**src/rtl/bean_spawn_scheduler_if.sv**
```systemverilog
// rtl/bean_spawn_scheduler_if.sv - spawn request handshake between scheduler and bean datapath
//
// Signals:
//   spawn_valid  scheduler -> datapath  spawn request pending
//   spawn_slot   scheduler -> datapath  target bean slot index
//   spawn_pos    scheduler -> datapath  spawn x position
//   spawn_type   scheduler -> datapath  0 floor bean, 1 flying bean
//   spawn_ack    datapath -> scheduler  current spawn accepted
// Modports: master (scheduler side), slave (datapath side).

interface bean_spawn_scheduler_if;
  logic       spawn_valid;
  logic [1:0] spawn_slot;
  logic [9:0] spawn_pos;
  logic       spawn_type;
  logic       spawn_ack;

  modport master (
    output spawn_valid,
    output spawn_slot,
    output spawn_pos,
    output spawn_type,
    input  spawn_ack
  );

  modport slave (
    input  spawn_valid,
    input  spawn_slot,
    input  spawn_pos,
    input  spawn_type,
    output spawn_ack
  );
endinterface

```
**src/rtl/bean_spawn_scheduler.sv**
```systemverilog
// rtl/bean_spawn_scheduler.sv - decides when and where the next bean spawns on a scrolling screen
//
// Optional feature macro: BEAN_SPAWN_FLYING_EN (spawn_type taken from LFSR bit 0;
// when undefined every spawn is a floor bean).
//
// Ports:
//   clk_rand   in   sole clock
//   reset      in   synchronous, active-high
//   tick       in   one-cycle scroll strobe
//   stop       in   collision/halt request
//   score      in   current score (32-bit unsigned)
//   slot_free  in   bit i high: bean slot i is reusable
//   halted     out  high while halted
//   spawn      if   master side of the spawn handshake (valid/slot/pos/type, ack)

module bean_spawn_scheduler #(
  parameter int SCREEN_W      = 640,
  parameter int SHIFT         = 5,
  parameter int GAP_START     = 400,
  parameter int GAP_FLOOR     = 150,
  parameter int RANGE_START   = 150,
  parameter int RANGE_FLOOR   = 25,
  parameter int FURTHEST_INIT = 750
) (
  input  logic                          clk_rand,
  input  logic                          reset,
  input  logic                          tick,
  input  logic                          stop,
  input  logic [31:0]                   score,
  input  logic [3:0]                    slot_free,
  output logic                          halted,
  bean_spawn_scheduler_if.master        spawn
);

  typedef enum logic [1:0] {
    ST_RUN      = 2'd0,
    ST_WAIT_ACK = 2'd1,
    ST_HALT     = 2'd2
  } state_t;

  localparam logic [10:0] SHIFT_11      = 11'(SHIFT);
  localparam logic [9:0]  SHIFT_10      = 10'(SHIFT);
  localparam logic [11:0] SCREEN_W_12   = 12'(SCREEN_W);
  localparam logic [9:0]  SCREEN_W_10   = 10'(SCREEN_W);
  localparam logic [31:0] GAP_START_32  = 32'(GAP_START);
  localparam logic [31:0] GAP_KNEE      = 32'(GAP_START - GAP_FLOOR);
  localparam logic [10:0] GAP_FLOOR_11  = 11'(GAP_FLOOR);
  localparam logic [10:0] GAP_START_11  = 11'(GAP_START);
  localparam logic [9:0]  RANGE_FLOOR_10 = 10'(RANGE_FLOOR);
  localparam logic [9:0]  RANGE_START_10 = 10'(RANGE_START);
  localparam logic [10:0] FURTHEST_11   = 11'(FURTHEST_INIT);
  localparam logic [15:0] LFSR_SEED     = 16'hACE1;
  // Right-shifting Galois form of taps 16,14,13,11.
  localparam logic [15:0] LFSR_TAPS     = 16'hB400;

  state_t      state_q, state_d;
  logic [10:0] furthest_q, furthest_d;
  logic [10:0] min_gap_q, min_gap_d;
  logic [9:0]  range_q, range_d;
  logic [9:0]  offset_q, offset_d;
  logic [15:0] lfsr_q, lfsr_d;
  logic        parity_q, parity_d;
  logic        valid_q, valid_d;
  logic [1:0]  slot_q, slot_d;
  logic [9:0]  pos_q, pos_d;
  logic        type_q, type_d;

  logic        eligible;
  logic [1:0]  slot_new;
  logic        type_new;
  logic [9:0]  offset_sum;
  logic [10:0] furthest_ticked;

  // Lowest free slot wins.
  always_comb begin
    slot_new = 2'd0;
    if (slot_free[0])      slot_new = 2'd0;
    else if (slot_free[1]) slot_new = 2'd1;
    else if (slot_free[2]) slot_new = 2'd2;
    else if (slot_free[3]) slot_new = 2'd3;
  end

`ifdef BEAN_SPAWN_FLYING_EN
  assign type_new = lfsr_q[0];
`else
  assign type_new = 1'b0;
`endif

  // furthest <= SCREEN_W - min_gap, rearranged so it never goes negative.
  assign eligible = (({1'b0, furthest_q} + {1'b0, min_gap_q}) <= SCREEN_W_12) && (slot_free != 4'd0);

  assign offset_sum      = offset_q + SHIFT_10;
  assign furthest_ticked = (furthest_q >= SHIFT_11) ? (furthest_q - SHIFT_11) : 11'd0;

  always_comb begin
    state_d    = state_q;
    furthest_d = furthest_q;
    range_d    = range_q;
    offset_d   = offset_q;
    parity_d   = parity_q;
    valid_d    = valid_q;
    slot_d     = slot_q;
    pos_d      = pos_q;
    type_d     = type_q;
    lfsr_d     = {1'b0, lfsr_q[15:1]} ^ ({16{lfsr_q[0]}} & LFSR_TAPS);
    min_gap_d  = (score >= GAP_KNEE) ? GAP_FLOOR_11 : 11'(GAP_START_32 - score);

    // Scroll-driven state advances only while live and not being stopped.
    if ((state_q != ST_HALT) && !stop) begin
      offset_d = (offset_sum > range_q) ? 10'd0 : offset_sum;
      if (tick) begin
        furthest_d = furthest_ticked;
        parity_d   = ~parity_q;
        if (parity_q && (range_q > RANGE_FLOOR_10))
          range_d = range_q - 10'd1;
      end
    end

    case (state_q)
      ST_RUN: begin
        if (stop) begin
          state_d = ST_HALT;
          valid_d = 1'b0;
        end else if (eligible) begin
          state_d = ST_WAIT_ACK;
          valid_d = 1'b1;
          slot_d  = slot_new;
          pos_d   = SCREEN_W_10 + offset_q;
          type_d  = type_new;
        end
      end
      ST_WAIT_ACK: begin
        // Ack is committed even when stop arrives on the same edge, and it
        // overrides any tick decrement.
        if (spawn.spawn_ack) begin
          furthest_d = {1'b0, pos_q};
          valid_d    = 1'b0;
          state_d    = stop ? ST_HALT : ST_RUN;
        end else if (stop) begin
          valid_d = 1'b0;
          state_d = ST_HALT;
        end
      end
      ST_HALT: begin
        valid_d = 1'b0;
      end
      default: begin
        state_d = ST_RUN;
        valid_d = 1'b0;
      end
    endcase
  end

  always_ff @(posedge clk_rand) begin
    if (reset) begin
      state_q    <= ST_RUN;
      furthest_q <= FURTHEST_11;
      min_gap_q  <= GAP_START_11;
      range_q    <= RANGE_START_10;
      offset_q   <= 10'd0;
      lfsr_q     <= LFSR_SEED;
      parity_q   <= 1'b0;
      valid_q    <= 1'b0;
      slot_q     <= 2'd0;
      pos_q      <= 10'd0;
      type_q     <= 1'b0;
    end else begin
      state_q    <= state_d;
      furthest_q <= furthest_d;
      min_gap_q  <= min_gap_d;
      range_q    <= range_d;
      offset_q   <= offset_d;
      lfsr_q     <= lfsr_d;
      parity_q   <= parity_d;
      valid_q    <= valid_d;
      slot_q     <= slot_d;
      pos_q      <= pos_d;
      type_q     <= type_d;
    end
  end

  assign halted            = (state_q == ST_HALT);
  assign spawn.spawn_valid = valid_q;
  assign spawn.spawn_slot  = slot_q;
  assign spawn.spawn_pos   = pos_q;
  assign spawn.spawn_type  = type_q;

endmodule
```
**src/flat_wrapper.sv**
```systemverilog
// flat-port wrapper written by rule: the top's interface ports become plain ports
module bean_spawn_scheduler_flat 
#(
  parameter int SCREEN_W      = 640,
  parameter int SHIFT         = 5,
  parameter int GAP_START     = 400,
  parameter int GAP_FLOOR     = 150,
  parameter int RANGE_START   = 150,
  parameter int RANGE_FLOOR   = 25,
  parameter int FURTHEST_INIT = 750
)
  (clk_rand, reset, tick, stop, score, slot_free, halted, spawn_spawn_valid, spawn_spawn_slot, spawn_spawn_pos, spawn_spawn_type, spawn_spawn_ack);
  bean_spawn_scheduler_if spawn_i ();
  input  logic clk_rand;
  input  logic reset;
  input  logic tick;
  input  logic stop;
  input  logic [31:0] score;
  input  logic [3:0] slot_free;
  output logic halted;
  output wire logic [$bits(spawn_i.spawn_valid)-1:0] spawn_spawn_valid;
  output wire logic [$bits(spawn_i.spawn_slot)-1:0] spawn_spawn_slot;
  output wire logic [$bits(spawn_i.spawn_pos)-1:0] spawn_spawn_pos;
  output wire logic [$bits(spawn_i.spawn_type)-1:0] spawn_spawn_type;
  input wire logic [$bits(spawn_i.spawn_ack)-1:0] spawn_spawn_ack;
  assign spawn_spawn_valid = spawn_i.spawn_valid;
  assign spawn_spawn_slot = spawn_i.spawn_slot;
  assign spawn_spawn_pos = spawn_i.spawn_pos;
  assign spawn_spawn_type = spawn_i.spawn_type;
  assign spawn_i.spawn_ack = spawn_spawn_ack;
  bean_spawn_scheduler #(.SCREEN_W(SCREEN_W), .SHIFT(SHIFT), .GAP_START(GAP_START), .GAP_FLOOR(GAP_FLOOR), .RANGE_START(RANGE_START), .RANGE_FLOOR(RANGE_FLOOR), .FURTHEST_INIT(FURTHEST_INIT)) u_core (.clk_rand(clk_rand), .reset(reset), .tick(tick), .stop(stop), .score(score), .slot_free(slot_free), .halted(halted), .spawn(spawn_i));
endmodule
```
**config.mk**
```make
export PLATFORM = sky130hd
export DESIGN_NAME = bean_spawn_scheduler_flat
export DESIGN_NICKNAME = d
export VERILOG_FILES = /design/src/rtl/bean_spawn_scheduler_if.sv /design/src/rtl/bean_spawn_scheduler.sv /design/src/flat_wrapper.sv
export SDC_FILE = /design/constraint.sdc
export NUM_CORES = 1
export LEC_CHECK = 0
export BUFFER_PORTS_ARGS = -buffer_cell sky130_fd_sc_hd__buf_2
export CORE_MARGIN = 5
export CORE_UTILIZATION = 30
export CTS_BUF_LIST = sky130_fd_sc_hd__clkbuf_16
export DETAILED_ROUTE_END_ITERATION = 7
export PLACE_DENSITY = 0.57
export SLEW_MARGIN = 25
export SYNTH_ARGS = -nofsm -noshare
export SYNTH_HDL_FRONTEND = slang
export SYNTH_SLANG_ARGS = --single-unit
```
**constraint.sdc**
```tcl
create_clock -name clk_rand -period 3.8 [get_ports clk_rand]
set_input_delay 0.76 -clock clk_rand [delete_from_list [all_inputs] [get_ports clk_rand]]
set_output_delay 0.76 -clock clk_rand [all_outputs]
set_load 0.01 [all_outputs]
```
; ---- Word level (Yosys, flattened, before mapping)
; Index checks and enable logic that the tools add are counted.
[word_totals]
register_bits = 58
out_inout_bits = 15
word_cells = 63
inputBits = 41
[classes]
add_sub_neg = 6
eq_ne = 5
n_reduce_logical = 12
bitwise_logic = 3
order_cmp = 5
mux = 22
[op_table]
columns = op, count
row1 = $mux 11, 5
row2 = $ge 32x8->1 const B, 1
row3 = $mux 2, 9
row4 = $add 11x11->12, 1
row5 = $le 12x10->1 const B, 1
row6 = $ge 11x3->1 const B, 1
row7 = $sub 11x3->11 const B, 1
row8 = $sub 9x11->11 const A, 1
row9 = $add 10x10->10 const A, 1
row10 = $add 10x3->10 const B, 1
row11 = $gt 10x10->1, 1
row12 = $gt 10x5->1 const B, 1
row13 = $mux 10, 1
row14 = $sub 10x1->10 const B, 1
row15 = $mux 9, 1
row16 = $reduce_and 3->1, 3
row17 = $pmux 2 s3, 1
row18 = $mux 1, 4
row19 = $reduce_and 2->1, 2
row20 = $reduce_bool 4->1, 1
row21 = $logic_and 1x1->1, 3
row22 = $ne 3x2->1 const B, 1
row23 = $ne 3x3->1 const B, 1
row24 = $not 1->1, 3
row25 = other kinds (7), 7

; ---- Depth between registers and ports, before layout
; Gate-level depths: netlist (run 1).
[logic_depth]
depth_word = 6
depth_mapped = 14
ltp_nobuf = 12

; ---- Least setup slack after synthesis (run 1)
; No wires, ideal clock.
[synth_path]
path_kind = register -> register
startpoint = register u_core.offset_q[2]
endpoint = register u_core.offset_q[5]
stages_incl_launch_ff = 15
setup_time_ns = 0.070
setup_slack_ns = 0.848
period_less_slack_ns = 2.952
n_path_buf = 2
required_ns = 3.730
arrival_time_ns = 2.882
path_cell_list = dfxtp_1 > clkbuf_1 > a21oi_1 > nor2_1 > and3_1 > xor2_1 > ha_1 > o21a_1 > o21a_1 > o21a_1 > o32a_1 > o21ai_1 > clkbuf_1 > o21ai_0 > a21oi_1
[synth_between]
elab_chain_len = 3
[synth_lines]
columns = item, line_no
row1 = "start, declared", bean_spawn_scheduler.sv:60  ; logic [9:0] offset_q, offset_d;
row2 = "start signal, assigned", bean_spawn_scheduler.sv:172  ; offset_q <= offset_d;
row3 = $add 10x3->10 *, bean_spawn_scheduler.sv:92  ; assign offset_sum = offset_q + SHIFT_10;
row4 = $gt 10x10->1, bean_spawn_scheduler.sv:110  ; offset_d = (offset_sum > range_q) ? 10'd0 : offset_sum;
row5 = $mux 10 *, bean_spawn_scheduler.sv:110
; Mark *: on every way between the ends. The rest lies on a longest branch, timed or not.
; A chain may end at the register's enable or synchronous reset.

; ---- Worst setup path in the final report (run 1)
[layout_path]
startpoint = register u_core.furthest_q[0]
endpoint = register u_core.pos_q[7] (netlist: u_core.spawn.spawn_pos[7])
[layout_between]
elab_chain_len = 4
[layout_lines]
columns = item, line_no
row1 = "start, declared", bean_spawn_scheduler.sv:57  ; logic [10:0] furthest_q, furthest_d;
row2 = "start signal, assigned", bean_spawn_scheduler.sv:169  ; furthest_q <= furthest_d;
row3 = $add 11x11->12, bean_spawn_scheduler.sv:90  ; assign eligible = (({1'b0, furthest_q} + {1'b0, min_gap_q}) <= SCREEN_W_12) && (slot_free != 4'd0);
row4 = $le 12x10->1, bean_spawn_scheduler.sv:90
row5 = $logic_and 1x1->1, bean_spawn_scheduler.sv:90
row6 = $reduce_and 3->1 (no source line), n/a
row7 = "end signal, assigned", bean_spawn_scheduler.sv:177  ; pos_q <= pos_d;
row8 = "end, declared", bean_spawn_scheduler.sv:65  ; logic [9:0] pos_q, pos_d;
; Every way passes these cells.

==> run metrics, run 1 <==
Post-synth EDFFs=0; Setup WS pre-CTS=0.8076 ns; Worst VDD drop=0.1794 mV; die width=120.6 um; measured slew at the worst slew-check pin=0.7801 ns; most frequently used flop master after synthesis=dfxtp_1; die footprint=0.01455 mm2; Worst Hold Class=flop to flop; Syn Std Cell Area=0.003671 mm2; CTS tree=yes; Syn Inst Count=437; Setup Fix Bufs, Post-CTS=0; number of global-route vias before repair=3125; Ys Warns=0; H-tree levels=3; arrival time worst endpoint=3.22 ns; Final Max Tran Viols=0; Num CTS Buffers=9; final setup vio count=0; Core ar.=0.01201 mm2; # rows=40; Slew HR=47.75%; Worst Setup Path Type=flop to flop; fmax=330.8 MHz; Async S/R FF share, synth=0%; Worst Skew=0.007444 ns; routed vias/inst=5.008; Worst path slowest cell=o211ai_4; Initial Util=30.56%; Post-DP Area=0.004076 mm2; nets=561; clk slew on worst S/H paths=0.05 ns; All-Layer GR Usage=12.45%; PwrDens=383.4 mW/mm2; post-DP HPWL=6.831 mm; placed insts=626; Avg WL per Cell=13.85 um; Layout Cells excl Fill=642; final instance area=0.004385 mm2; unrepaired setup endpoints after global routing=false; crit-path max cell delay=0.54 ns; final hold violations=0; CTS max path bufs=2; layout cells sized above 1=16.77%; Cell Chain, Critical Path=ha_1 -> fa_1 -> a211oi_1 -> o21ai_0 -> a21oi_1 -> xnor2_1 -> o211ai_2 -> o211ai_4 -> mux2_1; gr busiest metal=met2; cell family with most CP delay=compound AO/OA/AOI/OAI gates; Setup crit end kind=flop; fill cell total of the finished layout=1239; largest net degree at the start of global routing=39; post-synthesis sequential area ratio=31.63%; commonest non-fill, non-tap cell in the layout=dfxtp_1; number of synthesized register bits=58; element type at the critical path start=flop; Initial DRT Pass Iterations=4; Post-CTS Resized=0; TNS Setup=0 ns; initial antenna violation count=0; GR Util met1=15.01%; post-route minimum period=3.023 ns; met2 GRT Util=22.21%; fin crit share=79.55%; final core occ=36.51%; Worst Path Max Fanout=14; DRT Wirelength=8.892 mm; commonest non-fill, non-tap cells in the layout=dfxtp_1 (58), buf_2 (54), nand2_1 (33), nor2_1 (33), ha_1 (29); Final GP Congestion=0.8310; status=finished clean; MaxCap Viol Count=0; Die Span Y=120.6 um; CP Buf/Inv Count=0; clock root buffer master=clkbuf_16; violation count after the first detailed-route iteration=217; Sink Count=58; worst skew pair latency=0.32 ns; static leakage=1.882 nW; Critical Path RT=4.00 ns; Yosys cell types=60; total number of vias=3215; CTS Hold Bufs=0; grt total ovfl=0; antenna viol nets, final=0; P&R area growth vs syn=19.46%; I/O pin count=56; met3 usage=3.227%; final setup margin=0.7771 ns; diode count=0; DRC Markers=0; global-route wire length before repair=14.81 mm; port bufs=54; Syn Area/Cell=8.401 um2
==> per-stage QoR <==
stage,hold slack [ns],power (mW)
2_1_floorplan,0.4618,0.7962
3_3_place_gp,0.4608,0.8517
3_5_place_dp,0.4660,0.8562
4_1_cts,0.4780,1.704
5_1_grt,0.5189,1.758
6_report,0.4750,1.681
==> cells by family after synthesis <==
logic type,Yosys count,share of synthesized area [%]
AND/OR/NAND/NOR,180,25.46
adder cells (fa/ha/maj),30,10.43
buffers and inverters,40,4.499
multiplexers,12,3.374
flip-flops,58,31.63
XOR/XNOR,34,8.112
AO/OA/AOI/OAI,82,16.39
other,1,0.1022
==> worst reg2reg max path: cells and delay by family, from the launching register on <==
family | cells | cell delay, ns
AO/OA/AOI/OAI | 5 | 1.37
adder cells (fa/ha/maj) | 2 | 0.64
multiplexers | 1 | 0.38
flip-flops | 1 | 0.37
XOR/XNOR | 1 | 0.15
==> flip-flops by register name, summed over array words and instances, names as in the netlist, 2 cells and up <==
name / count
u_core.range_q: 10
u_core.spawn.spawn_slot: 2
u_core.state_q: 2
u_core.offset_q: 10
u_core.min_gap_q: 11
u_core.spawn.spawn_pos: 10
u_core.furthest_q: 11
==> worst paths after layout <==
check,start,end,slack [ns],cells after the start
worst min-delay path,u_core.spawn.spawn_slot[1],u_core.spawn.spawn_slot[1],0.47,2
worst max register to register,u_core.furthest_q[0],u_core.spawn.spawn_pos[7],0.78,9
worst max-delay path,u_core.furthest_q[0],u_core.spawn.spawn_pos[7],0.78,9
worst min register to register,u_core.spawn.spawn_slot[1],u_core.spawn.spawn_slot[1],0.47,2
==> report_power, final <==
part           internal, mW  switching [mW]  total [mW]
logic                0.0875           0.109       0.196
registers             0.626          0.0213       0.647
clock network         0.566           0.272       0.838
==> final cells by class <==
class / count / area, um2 / area share [%]
clock buffer: 9 / 225.2 / 5.136
clock inverter: 7 / 83.83 / 1.912
timing repair buffer: 57 / 292.8 / 6.676
inverter: 23 / 86.33 / 1.969
sequential: 58 / 1161 / 26.48
multi-input combinational: 341 / 2352 / 53.64
tap: 147 / 183.9 / 4.194
==> Yosys cell counts, types with 5 or more instances <==
library cell / n / area, um2
nand2_1: 33 / 123.9
nand3_1: 20 / 100.1
a21oi_1: 17 / 85.08
xnor2_1: 19 / 166.4
a221o_1: 7 / 70.07
nor4_1: 12 / 75.07
dfxtp_1: 58 / 1161
nor2_1: 33 / 123.9
nand2b_1: 23 / 143.9
nor2b_1: 7 / 43.79
inv_1: 23 / 86.33
or3_1: 5 / 31.28
nor3_1: 21 / 105.1
xor2_1: 15 / 131.4
o21ai_0: 15 / 75.07
mux2i_1: 9 / 90.09
ha_1: 29 / 362.9
clkbuf_1: 12 / 45.04
a31oi_1: 9 / 56.30
==> metal layers <==
layer	share of wire, %	vias up
li1	-	1674
met1	44	1500
met2	52	35
met3	3.8	6
met4	0.57	0
met5	0	-
No activity file was read; power rests on OpenSTA's default activity.
==> inputs of run 2 (changes only) <==
- PLACE_DENSITY: 0.57 -> 0.58
- clock period: 3.8 -> 2.6 ns (I/O delays scaled with it)
==> run 2 against run 1 <==
Utilization up 4.3 points. Maximum frequency up 18%. Highest routed layer unchanged. Wire length up 11%. Largest power group unchanged. Power up 50%. Critical endpoint is now u_core.offset_q[7]. Largest cell class unchanged. Final area up 12%. Clock skew down 0.00081 ns. Worst hold slack worse by 0.0097 ns. Worst setup slack worse by 0.73 ns. Die area unchanged. Critical path depth up 3. First-iteration DRC count up 6.0%.
==> run metrics, run 2 (same netlist as run 1, synthesis figures left out) <==
element type at the critical path start=flop (unchanged); leading registers by flop count=u_core.furthest_q (11), u_core.min_gap_q (11) (unchanged); Worst Skew=0.006638 ns (was 0.007444 ns); Final GP Congestion=0.8122 (was 0.8310); P&R area growth vs syn=33.64% (was 19.46%); nets=590 (was 561); MaxCap Viol Count=0 (unchanged); clk slew on worst S/H paths=0.05 ns (about the same); Sink Count=58 (unchanged); All-Layer GR Usage=13.17% (was 12.45%); DRC Markers=0 (unchanged); diode count=0 (unchanged); Worst Path Max Fanout=4 (was 14); Core ar.=0.01201 mm2 (unchanged); Reg2Reg Setup Slack=0.05 ns (was 0.78 ns); hold path start=score[7] (was u_core.spawn.spawn_slot[1]); unrepaired setup endpoints after global routing=true (was false); initial antenna violation count=0 (unchanged); arrival time worst endpoint=2.80 ns (was 3.22 ns); Hold Path Depth=3 (was 2); die footprint=0.01455 mm2 (unchanged); crit-path max cell delay=0.37 ns (was 0.54 ns); Initial DRT Pass Iterations=5 (was 4); violation count after the first detailed-route iteration=230 (was 217); post-route minimum period=2.553 ns (was 3.023 ns); worst skew pair latency=0.33 ns (was 0.32 ns); r2r startpoint=u_core.offset_q[0] (was u_core.furthest_q[0]); antenna viol nets, final=0 (unchanged); post-DP HPWL=7.214 mm (was 6.831 mm); Worst VDD drop=0.2252 mV (was 0.1794 mV); met3 routed WL=363 um (was 338 um); die width=120.6 um (unchanged); fmax=391.7 MHz (was 330.8 MHz); status=finished clean (unchanged); Worst Setup Path Type=flop to flop (unchanged); total number of vias=3446 (was 3215); Slew HR=52.94% (was 47.75%); metal2 WL=5.046 mm (was 4.605 mm); Top Metal Used=met4 (unchanged); # rows=40 (unchanged); commonest non-fill, non-tap cells in the layout=buf_2 (54), dfxtp_1 (50), nor2_1 (32) (was dfxtp_1 (58), buf_2 (54), nand2_1 (33), nor2_1 (33), ha_1 (29)); Die Span Y=120.6 um (unchanged); DRT Wirelength=9.852 mm (was 8.892 mm); cell family with most CP delay=compound AO/OA/AOI/OAI gates (unchanged); grt total ovfl=0 (unchanged); commonest non-fill, non-tap cell in the layout=buf_2 (was dfxtp_1); CTS tree=yes (unchanged); I/O pin count=56 (unchanged); static leakage=2.089 nW (was 1.882 nW); Post-DP Area=0.004283 mm2 (was 0.004076 mm2); PwrDens=514.3 mW/mm2 (was 383.4 mW/mm2); global-route wire length before repair=15.49 mm (was 14.81 mm); Setup crit end kind=flop (unchanged); fin crit share=98.18% (was 79.55%); layout cells sized above 1=28.30% (was 16.77%); R2R cell count=12 (was 9); R2R Path End=u_core.offset_q[7] (was u_core.spawn.spawn_pos[7]); Worst Hold Class=input port to flop (was flop to flop); CP Buf/Inv Count=1 (was 0); clock root buffer master=clkbuf_16 (unchanged); final hold violations=0 (unchanged); number of global-route vias before repair=3297 (was 3125); final setup vio count=0 (unchanged); largest net degree at the start of global routing=36 (was 39); Final Max Tran Viols=0 (unchanged); total power=2.523 mW (was 1.681 mW); met1 WL=4.211 mm (was 3.897 mm); Avg WL per Cell=14.70 um (was 13.85 um); Hold Path End=u_core.min_gap_q[7] (was u_core.spawn.spawn_slot[1]); cell mode on critical path=o21a_1; measured slew at the worst slew-check pin=0.7026 ns (was 0.7801 ns); Cell Chain, Critical Path=ha_4 -> o2111ai_4 -> xnor2_2 -> ha_1 -> o21a_1 -> o21a_1 -> o21a_1 -> o32a_1 -> o21ai_4 -> clkbuf_16 -> nand3_2 -> a31oi_1 (was ha_1 -> fa_1 -> a211oi_1 -> o21ai_0 -> a21oi_1 -> xnor2_1 -> o211ai_2 -> o211ai_4 -> mux2_1); Initial Util=30.56% (unchanged); CTS max path bufs=2 (unchanged); H-tree levels=3 (unchanged); final instance area=0.004906 mm2 (was 0.004385 mm2); Critical Path RT=2.85 ns (was 4.00 ns); routed vias/inst=5.143 (was 5.008); Worst path slowest cell=dfxtp_4 (was o211ai_4); port bufs=54 (unchanged); Stages on worst setup path=12 (was 9); Num CTS Buffers=9 (unchanged)
-- run 2: cell count changes in the layout (fill, tap and decap cells not counted), moves of 5 or more --
cell,delta
nand3_1,-7
dfxtp_2,+5
dfxtp_1,-8
buf_4,+25
nand3_2,+6
-- run 2: cell type report --
cell class / instances / area [um2]
clock inverters: 6 / 83.83
repair buffers: 86 / 561.8
clock buffers: 9 / 225.2
flip-flops and latches: 58 / 1179
inverters: 23 / 86.33
multi-input cells: 341 / 2586
fillers: 1167 / 7106
well taps: 147 / 183.9
-- run 2: how the worst max path moves through the flow --
stage,start,end
2_1_floorplan,u_core.offset_q[0],u_core.offset_q[9]
3_3_place_gp,u_core.min_gap_q[0],u_core.spawn.spawn_pos[7]
4_1_cts,u_core.furthest_q[0],u_core.spawn.spawn_pos[9]
5_1_grt,u_core.offset_q[1],u_core.offset_q[7]
6_report,u_core.offset_q[0],u_core.offset_q[7]
3_5_place_dp,u_core.furthest_q[0],u_core.spawn.spawn_slot[0]
-- run 2: timing repair --
action | CTS | global route
gates cloned | 0 | 2
endpoints found under the setup margin | 13 | 24
setup buffers | 1 | 3
hold endpoints to repair | 0 | 0
pin swaps | 2 | 25
resized for setup | 5 | 46
hold buffers | 0 | 0
-- run 2: per-stage QoR --
step	utilization [%]	setup WS [ns]	hold slack (ns)	setup TNS (ns)	instances
floorplan	-	0.02369	0.4878	0	439
global placement	35.66	-0.08860	0.4622	-0.8102	649
detailed placement	35.66	-0.1324	0.4724	-1.337	649
CTS	38.44	0.003811	0.4555	0	665
global route	40.84	-0.07807	0.4814	-0.6702	670
finish	40.84	0.04729	0.4653	0	670
-- run 2: routing by layer --
metal / track usage, % / vias up
met2: 22.67 / 75
met4: 4.674 / 0
met3: 2.713 / 23
li1: - / 1732
met5: 0 / -
met1: 16.27 / 1616
-- run 2: worst register-to-register path: cells and delay by family, from the launching register on --
| family | cells | cell delay [ns] |
|---|---|---|
| simple gates | 1 | 0.07 |
| flops | 1 | 0.37 |
| fa+ha+maj | 2 | 0.49 |
| xor+xnor | 1 | 0.11 |
| buf+inv | 1 | 0.20 |
| compound gates | 7 | 1.24 |
-- run 2: power breakdown --
part	total, mW	switching (mW)	internal [mW]
clock network	1.22	0.399	0.826
registers	0.939	0.0239	0.915
logic	0.359	0.195	0.164
total	2.52	0.618	1.91
==> inputs of run 3 (changes only) <==
- ABC_CLOCK_PERIOD_IN_PS: default -> 2600
- CORE_UTILIZATION: 30 -> 52
- PLACE_DENSITY: 0.58 -> 0.86
==> run 3 against run 2 <==
The run now ends with negative setup slack left. Utilization up 29 points. Final area decreased by 3.2%. Non-clock buffer count unchanged. Wire length grew 0.12%. Worst setup slack got worse by 0.063 ns. Flip-flop and latch count did not move. Via count up 2.6%. Die area decreased by 39%. Power shrank 8.7%. First-iteration DRC count fell by 29%. Worst hold slack better by 0.0012 ns. Register-to-register slack got worse by 0.06 ns. Largest power group unchanged. Highest routed layer unchanged.
==> run metrics, run 3 (same netlist as run 1, synthesis figures left out) <==
diode count=0 (unchanged); leading registers by flop count=u_core.furthest_q (11), u_core.min_gap_q (11) (unchanged); element type at the critical path start=flop (unchanged); post-route minimum period=2.615 ns (was 2.553 ns); clock root buffer master=clkbuf_16 (unchanged); CTS max path bufs=2 (unchanged); Final Max Tran Viols=0 (unchanged); Core ar.=0.006832 mm2 (was 0.01201 mm2); total number of vias=3534 (was 3446); TNS Setup=-0.03810 ns (was 0 ns); fmax=382.4 MHz (was 391.7 MHz); final hold violations=0 (unchanged); Worst path slowest cell=dfxtp_1 (was dfxtp_4); Comb power frac=15.6% (was 14.2%); nets=590 (unchanged); layout cells sized above 1=27.48% (was 28.30%); # rows=30 (was 40); unrepaired setup endpoints after global routing=true (unchanged); sw frac=26.05% (was 24.48%); sequential share of power=40.7% (was 37.2%); met1 WL=3.948 mm (was 4.211 mm); Initial Util=53.74% (was 30.56%); Worst Path Max Fanout=7 (was 4); metal2 WL=5.297 mm (was 5.046 mm); Worst Skew=0.008943 ns (was 0.006638 ns); die footprint=0.008840 mm2 (was 0.01455 mm2); number of global-route vias before repair=3528 (was 3297); final setup margin=-0.01524 ns (was 0.04729 ns); worst skew pair latency=0.33 ns (about the same); Initial DRT Pass Iterations=4 (was 5); antenna viol nets, final=0 (unchanged); Cell Chain, Critical Path=o2111ai_4 -> inv_1 -> nand3_1 -> xnor2_1 -> ha_1 -> o21a_1 -> o21a_1 -> o32a_1 -> o21ai_4 -> buf_12 -> nand3_2 -> a31oi_1 (was ha_4 -> o2111ai_4 -> xnor2_2 -> ha_1 -> o21a_1 -> o21a_1 -> o21a_1 -> o32a_1 -> o21ai_4 -> clkbuf_16 -> nand3_2 -> a31oi_1); Setup crit end kind=flop (unchanged); clk slew on worst S/H paths=0.05 ns (about the same); Critical Path RT=2.84 ns (was 2.85 ns); CTS tree=yes (unchanged); Sink Count=58 (unchanged); global-route wire length before repair=15.33 mm (was 15.49 mm); Final GP Congestion=0.9124 (was 0.8122); DRT Wirelength=9.864 mm (was 9.852 mm); Slew HR=41.03% (was 52.94%); Die Span Y=94.02 um (was 120.6 um); commonest non-fill, non-tap cell in the layout=buf_2 (unchanged); PwrDens=485.3 mW/mm2 (was 514.3 mW/mm2); initial antenna violation count=0 (unchanged); Worst Setup Path Type=flop to flop (unchanged); I/O pin count=56 (unchanged); violation count after the first detailed-route iteration=164 (was 230); Worst Hold Class=input port to flop (unchanged); Avg WL per Cell=15.91 um (was 14.70 um); routed vias/inst=5.700 (was 5.143); switching power=0.6003 mW (was 0.6176 mW); Worst VDD drop=0.6262 mV (was 0.2252 mV); static leakage=2.052 nW (was 2.089 nW); Post-DP Area=0.004242 mm2 (was 0.004283 mm2); met3 routed WL=357 um (was 363 um); Clock power frac=43.6% (was 48.5%); MaxCap Viol Count=0 (unchanged); arrival time worst endpoint=2.85 ns (was 2.80 ns); cell mode on critical path=o21a_1 (unchanged); failing checks=negative setup slack; H-tree levels=3 (unchanged); die width=94.02 um (was 120.6 um); status=finished, violations left (was finished clean); final instance area=0.004748 mm2 (was 0.004906 mm2); port bufs=54 (unchanged); post-DP HPWL=7.058 mm (was 7.214 mm); measured slew at the worst slew-check pin=0.8845 ns (was 0.7026 ns); P&R area growth vs syn=29.35% (was 33.64%); grt total ovfl=0 (unchanged); crit-path max cell delay=0.51 ns (was 0.37 ns); Top Metal Used=met4 (unchanged); largest net degree at the start of global routing=58 (was 36); All-Layer GR Usage=21.79% (was 13.17%); fin crit share=100.6% (was 98.18%); commonest non-fill, non-tap cells in the layout=buf_2 (54), dfxtp_1 (52), nand2_1 (32), nor2_1 (32), buf_4 (27) (was buf_2 (54), dfxtp_1 (50), nor2_1 (32)); final setup vio count=4 (was 0); Num CTS Buffers=9 (unchanged); DRC Markers=0 (unchanged); internal power=1.704 mW (was 1.906 mW)
==> run 3: metal layers <==
metal / vias to the layer above / global-route usage (%)
met3: 23 / 5.769
met2: 72 / 39.15
li1: 1720 / -
met1: 1719 / 23.97
met5: - / 0
met4: 0 / 9.266
==> run 3: critical path: cells and delay by family, from the launching register on <==
kind / cells / cell delay (ns)
AOI/OAI and AO/OA: 6 / 0.99
adders and majority gates: 1 / 0.29
buffers and inverters: 2 / 0.27
and+or+nand+nor: 2 / 0.22
DFF: 1 / 0.51
xor gates and xnor gates: 1 / 0.25
==> run 3: per-stage QoR <==
| step | utilization [%] | hold WS (ns) | total power [mW] | instances | worst slack [ns] |
|---|---|---|---|---|---|
| after floorplan | - | 0.4878 | 1.169 | 439 | 0.02369 |
| final | 69.51 | 0.4664 | 2.304 | 620 | -0.01524 |
| after global routing | 69.51 | 0.4873 | 2.413 | 620 | -0.1019 |
| after detailed placement | 62.09 | 0.4808 | 1.286 | 601 | -0.08854 |
| after global placement | 62.09 | 0.4628 | 1.268 | 601 | -0.02901 |
| after CTS | 66.01 | 0.4529 | 2.296 | 617 | -0.01311 |
==> run 3: timing repair <==
item,CTS,global route
pin swaps,2,26
hold endpoints to repair,0,0
resized for setup,4,38
gates cloned,0,2
hold buffers,0,0
buffers inserted,0,1
setup endpoints to repair,20,24
==> run 3: worst paths after layout <==
| check | endpoint | depth (start not counted) | slack [ns] | startpoint |
|---|---|---|---|---|
| setup / recovery | u_core.offset_q[6] | 12 | -0.02 | u_core.offset_q[5] |
| hold / removal | u_core.min_gap_q[7] | 3 | 0.47 | score[7] |
| setup reg to reg | u_core.offset_q[6] | 12 | -0.02 | u_core.offset_q[5] |
| hold reg to reg | u_core.spawn.spawn_slot[1] | 2 | 0.49 | u_core.spawn.spawn_slot[1] |
==> run 3: power by group through the flow <==
stage,registers (mW),logic [mW],clock network (mW)
final,0.938,0.360,1.01
after global routing,0.940,0.402,1.07
after CTS,0.936,0.339,1.02
after detailed placement,0.953,0.332,0
after global placement,0.952,0.316,0
after floorplan,0.951,0.219,0
==> run 3: layout make-up <==
cell class	count	area (um2)
clock inverter	7	30.03
fill	509	2083
timing repair buffer	86	565.5
inverter	23	86.33
multi-input combinational	341	2547
clock buffer	9	225.2
tap	96	120.1
sequential	58	1174
